<file path="src/rtl/bcd_len_counter.sv">
// Packed-BCD tick counter with four selectable lengths and terminal-count clear.
// Length changes are deferred to the next wrap; a bar counter tallies wraps.
module bcd_len_counter #(
    parameter int                  DIGITS = 3,
    parameter logic [4*DIGITS-1:0] LEN0   = 12'h125,
    parameter logic [4*DIGITS-1:0] LEN1   = 12'h075,
    parameter logic [4*DIGITS-1:0] LEN2   = 12'h050,
    parameter logic [4*DIGITS-1:0] LEN3   = 12'h025,
    parameter int                  BAR_W  = 4
) (
    input  logic                clk,
    input  logic                rst,
    input  logic                tick,
    input  logic                run,
    input  logic [1:0]          len_sel,
    output logic [4*DIGITS-1:0] cnt,
    output logic [1:0]          len_act,
    output logic                wrap,
    output logic [BAR_W-1:0]    bar,
    output logic                busy
);

    localparam int W = 4 * DIGITS;

    function automatic logic [W-1:0] bcd_dec(input logic [W-1:0] v);
        logic [W-1:0] r;
        logic         borrow;
        r      = v;
        borrow = 1'b1;
        for (int i = 0; i < DIGITS; i++) begin
            if (borrow) begin
                if (v[4*i +: 4] == 4'd0) begin
                    r[4*i +: 4] = 4'd9;
                end else begin
                    r[4*i +: 4] = v[4*i +: 4] - 4'd1;
                    borrow      = 1'b0;
                end
            end
        end
        return r;
    endfunction

    // Any digit at 9 or above rolls to 0, so an illegal digit can never persist.
    function automatic logic [W-1:0] bcd_inc(input logic [W-1:0] v);
        logic [W-1:0] r;
        logic         carry;
        r     = v;
        carry = 1'b1;
        for (int i = 0; i < DIGITS; i++) begin
            if (carry) begin
                if (v[4*i +: 4] >= 4'd9) begin
                    r[4*i +: 4] = 4'd0;
                end else begin
                    r[4*i +: 4] = v[4*i +: 4] + 4'd1;
                    carry       = 1'b0;
                end
            end
        end
        return r;
    endfunction

    localparam logic [W-1:0] TERM0 = bcd_dec(LEN0);
    localparam logic [W-1:0] TERM1 = bcd_dec(LEN1);
    localparam logic [W-1:0] TERM2 = bcd_dec(LEN2);
    localparam logic [W-1:0] TERM3 = bcd_dec(LEN3);

    logic [W-1:0] term;
    logic [W-1:0] cnt_next;
    logic         at_term;

    always_comb begin
        term = TERM0;
        unique case (len_act)
            2'd0: term = TERM0;
            2'd1: term = TERM1;
            2'd2: term = TERM2;
            2'd3: term = TERM3;
            default: term = TERM0;
        endcase
    end

    assign cnt_next = bcd_inc(cnt);
    assign at_term  = (cnt == term);

    always_ff @(posedge clk or posedge rst) begin
        if (rst) begin
            cnt     <= '0;
            len_act <= 2'd0;
            wrap    <= 1'b0;
            bar     <= '0;
            busy    <= 1'b0;
        end else if (!run) begin
            cnt     <= '0;
            len_act <= len_sel;
            wrap    <= 1'b0;
            bar     <= '0;
            busy    <= 1'b0;
        end else begin
            busy <= 1'b1;
            wrap <= 1'b0;
            if (tick) begin
                if (at_term) begin
                    cnt     <= '0;
                    wrap    <= 1'b1;
                    bar     <= bar + 1'b1;
                    len_act <= len_sel;
                end else begin
                    cnt <= cnt_next;
                end
            end
        end
    end

endmodule

</file>
<file path="config.mk">
export PLATFORM = sky130hd
export DESIGN_NAME = bcd_len_counter
export DESIGN_NICKNAME = d
export VERILOG_FILES = /design/src/rtl/bcd_len_counter.sv
export SDC_FILE = /design/constraint.sdc
export NUM_CORES = 1
export LEC_CHECK = 0
export BUFFER_PORTS_ARGS = -buffer_cell sky130_fd_sc_hd__buf_4
export CORE_UTILIZATION = 55
export CTS_CLUSTER_DIAMETER = 80
export DETAILED_ROUTE_END_ITERATION = 12
export GPL_TIMING_DRIVEN = 1
export PLACE_DENSITY = 0.8
export SYNTH_ARGS = -nofsm -noshare
export SYNTH_HDL_FRONTEND = slang
export SYNTH_SLANG_ARGS = --single-unit
</file>
<file path="constraint.sdc">
create_clock -name clk -period 6.13 [get_ports clk]
set_input_delay 0.613 -clock clk [delete_from_list [all_inputs] [get_ports clk]]
set_output_delay 0.613 -clock clk [all_outputs]
set_load 0.02 [all_outputs]
</file>
======== After elaboration in Yosys (flattened, before gate mapping) ========
Index checks and enable logic that the tools add are counted.
storage, ports and cells
  flip-flop bits (word level) ............. 20
  word-level logic and storage cells ...... 48
  input bits .............................. 6
cells by class
  muxes and demuxes ....................... 22
  eq/ne operators ......................... 8
  add/sub/neg operators ................... 4
  reductions and logical operators ........ 4
  $lt $le $gt $ge ......................... 3
operators with widths
  operator                                                               number
  12-bit case mux with 4 select lines                                    1
  12-bit 2-to-1 mux                                                      3
  4-bit 2-to-1 mux                                                       8
  4-bit by 1-bit adder with 4-bit output, second input constant          4
  12-bit equality test                                                   1
  4-bit greater-or-equal comparator, second input constant               3
  1-bit 2-to-1 mux                                                       7
  2-bit 2-to-1 mux                                                       3
  3-bit by 1-bit != test with 1-bit output, second input constant        2
  2-bit AND reduction                                                    3
  2-bit equality test, second input constant                             2
  2-bit by 1-bit equality test with 1-bit output, second input constant  1
  2-bit logical NOT                                                      1
  2-bit by 1-bit != test with 1-bit output, second input constant        1
  2-bit != test, second input constant                                   1

======== Longest topological paths before layout ========
  word-level depth ........................ 7
  depth in mapped cells ................... 7

======== Worst setup path before layout ========
OpenSTA, ideal clock, no wires.
  kind .................................... flip-flop to flip-flop
  start ................................... register cnt[7]
  end ..................................... register len_act[0]
  path slack .............................. 3.947 ns
  cell stages (with the launch flop) ...... 6
  path buffers ............................ 0
  data arrival time ....................... 2.058 ns
  library setup time ...................... 0.125 ns
  data required time ...................... 6.005 ns
  clock period less this slack ............ 2.183 ns
  cell sequence ........................... dfrtp_1 -> or4_4 -> a2111oi_4 -> nand4_4 -> nand2_1 -> mux2_2
between the ends
  longest elaborated chain between the ends .. 3
ends and longest elaborated chain
  what                                                       RTL line  RTL
  from (decl)                                                16        output logic [4*DIGITS-1:0] cnt,
  from (signal assigned)                                     108       cnt <= cnt_next;
  12-bit equality test                                       83        assign at_term = (cnt == term);
  2-bit by 1-bit != test with 1-bit output (no source line)  -
  2-bit AND reduction (no source line)                       -
  to (signal assigned)                                       94        len_act <= len_sel;
  to (signal assigned)                                       106       len_act <= len_sel;
  to (decl)                                                  17        output logic [1:0] len_act,
Every way passes these cells.
A chain may end at the register's enable or synchronous reset.

======== Worst setup path in the final report ========
  start ................................... register len_act[0]
  end ..................................... register cnt[9]
between the ends
  longest elaborated chain between the ends .. 6
  elaborated cells on any way between the ends .. 11
ends and longest elaborated chain
  what                                               RTL line  RTL
  2-bit equality test, or another cell as far along  73        unique case (len_act)
  12-bit case mux with 4 select lines (*)            73
  12-bit equality test (*)                           83
  12-bit 2-to-1 mux                                  102       if (at_term) begin
  12-bit 2-to-1 mux                                  101       if (tick) begin
  12-bit 2-to-1 mux                                  92        end else if (!run) begin
Mark *: on every way between the ends. The rest lies on a longest branch, timed or not. The select of a mux whose other input is x is not followed.

==> metrics <==
Max IR drop VDD 0.125 mV; combinational fraction of design power 15.5%; number of violations of the max-capacitance limit 0; first-pass GRT wire length 4450 um; DR pass1 iterations 4; drc violations 0; Worst Hold Slack 0.451 ns; Placement Cell Area 0.00149 mm^2; switching power 0.0000625 W; part of the power in the clock network 25.4%; mux contribution to synthesized area 4.17%; clock tree skew after final layout 0.0104 ns; Site Rows 17; clock transition at the registers of the reported paths 0.11 ns; static leakage power 0.708 nW; CP max stage delay 0.52 ns; Die Width 50.4 um; number of antenna diodes 0; Total GRT Usage 23.5%; number of buffers inserted by hold repair at cts 0; required time worst endpoint 6.30 ns; IO Port Bufs 25; fillers 196; xor-xnor portion of the synthesized cell area 3.39%; category of the worst setup path capture point register; count of warnings emitted by yosys 0; area taken by flip-flops and latches 500 um^2; Cell Area, Synth 0.00129 mm^2; number of failing hold endpoints at the final stage 0; wire per inst 14.6 um; time the final worst path needs with I/O delays and setup 2.31 ns; family of cells with the greatest summed delay on the critical path compound AO/OA/AOI/OAI gates; Post-Synthesis Net Count 154; post-synthesis sequential area ratio 38.8%; number of routed nets with antenna violations 0; compound-cell area share of the yosys netlist 12.5%; final count of pins violating max slew 0; RSZ-0062 raised after global routing no; power per standard cell area 155 mW/mm^2; total CTS buffers 3; non-filler instance count after layout 187; arrival time of data at the critical path endpoint 2.49 ns; dominant combinational cell family by area after synthesis simple AND/OR/NAND/NOR gates; class of the most critical hold timing path primary input to async pin; sequential cell fraction of total power 59.1%; share of synthesized cell area in and, or, nand and nor gates 23.5%; number of global-route vias before repair 960; buffers and inverters on the worst path 1; status completed; detailed placer's ending HPWL 2020 um; DRT iter0 DRCs 14; worst-case clock buffer depth 2; post-synthesis average cell area 9.56 um^2; fraction of final layout cells with drive strength greater than 1 23.3%; area of the core 0.00221 mm^2; number of failing setup endpoints in the final timing report 0; internal power summed over all cells 0.000172 W; highest-delay cell along the critical path sky130_fd_sc_hd__o32ai_1; Fmax 0.433 GHz; cell chosen for the clock root sky130_fd_sc_hd__clkbuf_4; area share of fa/ha/maj cells after synthesis 12.6%; critical path type register to register; Layout Area Growth over Synthesis 17.5%; total gr overflow 0; Synth Register Bits 20; clk_lat worst skew 0.29 ns; switching portion of total power 26.7%; # clock sinks 20; footprint of the multi-input gates 724 um^2; antenna violations before repair 0; gate count after technology mapping 135; slew margin rel. 48.0%; count of cells resized by post-cts repair 0; area of the die 0.00254 mm^2; post-route standard cell area excluding fillers 0.00152 mm^2; vias per std cell 5.81; height of the die 50.4 um; worst-margin pin slew 0.779 ns; Final #Nets 180; total negative slack 0 ns; overall power consumption 0.000234 W; wirelength, routed 2720 um; period utilization 37.7%; # H-tree levels 1; critical path, cell by cell inv_1 -> ha_1 -> xnor2_1 -> o32ai_1 -> nand3_1 -> o21ai_0 -> a311oi_1; number of post-CTS setup repair buffers 0; top library cells by usage in the layout, fill and taps aside sky130_fd_sc_hd__buf_4, sky130_fd_sc_hd__dfrtp_1, sky130_fd_sc_hd__ha_1; placed instance count 184; category of the worst setup path launch point register; initial core utilization 58.3%; pin count of the biggest net entering global routing 21; global placer's final weighted congestion 0.864; critical-path maximum fanout 7; number of I/O pins 26; clock tree from TritonCTS built; synth unique cells 33; commonest non-fill, non-tap cell in the layout sky130_fd_sc_hd__buf_4; vias after detailed routing 1086
==> power by group through the flow <==
| stage | sequential, W | combinational, W | clock (W) |
|---|---|---|---|
| floorplan | 0.000144 | 0.0000221 | 0 |
| global placement | 0.000141 | 0.0000347 | 0 |
| detailed placement | 0.000141 | 0.0000362 | 0 |
| CTS | 0.000139 | 0.0000364 | 0.0000627 |
| global route | 0.000139 | 0.0000395 | 0.0000669 |
| finish | 0.000138 | 0.0000363 | 0.0000595 |
==> worst register-to-register path, stage by stage (launching register included) <==
cell and delay (ns):
sky130_fd_sc_hd__dfrtp_1 0.41, sky130_fd_sc_hd__inv_1 0.09, sky130_fd_sc_hd__ha_1 0.25, sky130_fd_sc_hd__xnor2_1 0.16, sky130_fd_sc_hd__o32ai_1 0.52, sky130_fd_sc_hd__nand3_1 0.40
sky130_fd_sc_hd__o21ai_0 0.24, sky130_fd_sc_hd__a311oi_1 0.13
==> Yosys cell counts <==
cell type,count,share of area [%]
sky130_fd_sc_hd__o21a_1,1,0.58
sky130_fd_sc_hd__buf_2,1,0.39
sky130_fd_sc_hd__nand3_1,10,3.9
sky130_fd_sc_hd__nand4b_1,2,1.4
sky130_fd_sc_hd__xor2_1,4,2.7
sky130_fd_sc_hd__nor3b_1,2,1.2
sky130_fd_sc_hd__o32ai_1,1,0.68
sky130_fd_sc_hd__buf_4,1,0.58
sky130_fd_sc_hd__nor2b_1,2,0.97
sky130_fd_sc_hd__mux2_2,3,2.6
sky130_fd_sc_hd__nand4_4,1,1.6
sky130_fd_sc_hd__mux2i_1,2,1.6
sky130_fd_sc_hd__a21o_1,1,0.58
sky130_fd_sc_hd__nand2b_1,4,1.9
sky130_fd_sc_hd__nor2_1,8,2.3
sky130_fd_sc_hd__dfrtp_1,20,39
sky130_fd_sc_hd__nand2_1,8,2.3
sky130_fd_sc_hd__nor3_1,2,0.78
sky130_fd_sc_hd__or3_1,2,0.97
sky130_fd_sc_hd__clkbuf_1,2,0.58
sky130_fd_sc_hd__a31oi_1,1,0.49
sky130_fd_sc_hd__inv_1,12,3.5
sky130_fd_sc_hd__or2_2,1,0.49
sky130_fd_sc_hd__or3b_2,2,1.4
sky130_fd_sc_hd__a21oi_1,8,3.1
sky130_fd_sc_hd__ha_1,13,13
sky130_fd_sc_hd__a311oi_1,1,0.68
sky130_fd_sc_hd__nand4_1,7,3.4
sky130_fd_sc_hd__o211ai_1,2,1.2
sky130_fd_sc_hd__o21ai_0,8,3.1
sky130_fd_sc_hd__or4_4,1,0.87
sky130_fd_sc_hd__a2111oi_4,1,2.1
sky130_fd_sc_hd__xnor2_1,1,0.68
==> routing by layer <==
layer,wire length (um),vias to the layer above,global-route usage [%]
li1,-,531,-
met1,1240,519,31.3
met2,1370,34,38.9
met3,112,2,3.64
met4,5,0,7.41
met5,0,-,0
==> area by class of cell <==
cell class,instances,share of cell area (%)
Multi-Input combinational cell,99,47.8
Timing Repair Buffer,25,12.4
Inverter,12,2.97
Sequential cell,20,33.0
Tap cell,28,2.31
Clock buffer,3,1.49
==> registers in the layout, summed over array words and instances, names as in the netlist <==
register / flops
wrap: 1
len_act: 2
cnt: 12
bar: 4
busy: 1
==> logic make-up (layout without fill, tap and decap cells) <==
| group | count (synthesis) | count (layout) |
|---|---|---|
| compound gates | 24 | 24 |
| xor+xnor | 5 | 5 |
| fa+ha+maj | 13 | 13 |
| buf+inv | 16 | 40 |
| flops | 20 | 20 |
| mux | 5 | 5 |
| simple gates | 52 | 52 |
==> per-stage QoR <==
| step | worst slack (ns) | utilization (%) |
|---|---|---|
| 6_report | 3.82 | 68.5 |
| 5_1_grt | 3.68 | 68.5 |
| 4_1_cts | 3.82 | 68.5 |
| 3_5_place_dp | 3.84 | 67.5 |
| 3_3_place_gp | 3.98 | 67.5 |
| 2_1_floorplan | 3.95 | - |
==> final timing paths <==
path	startpoint	end	slack, ns	cells after the start
setup / recovery	len_act[0]	cnt[9]	3.82	7
hold / removal	rst	cnt[5]	0.45	2
setup reg to reg	len_act[0]	cnt[9]	3.82	7
hold reg to reg	bar[3]	bar[3]	0.58	2
max in group asynchronous	rst	wrap	5.18	2
min in group clk	run	busy	0.51	1
Power figures use the tool's default switching activity.
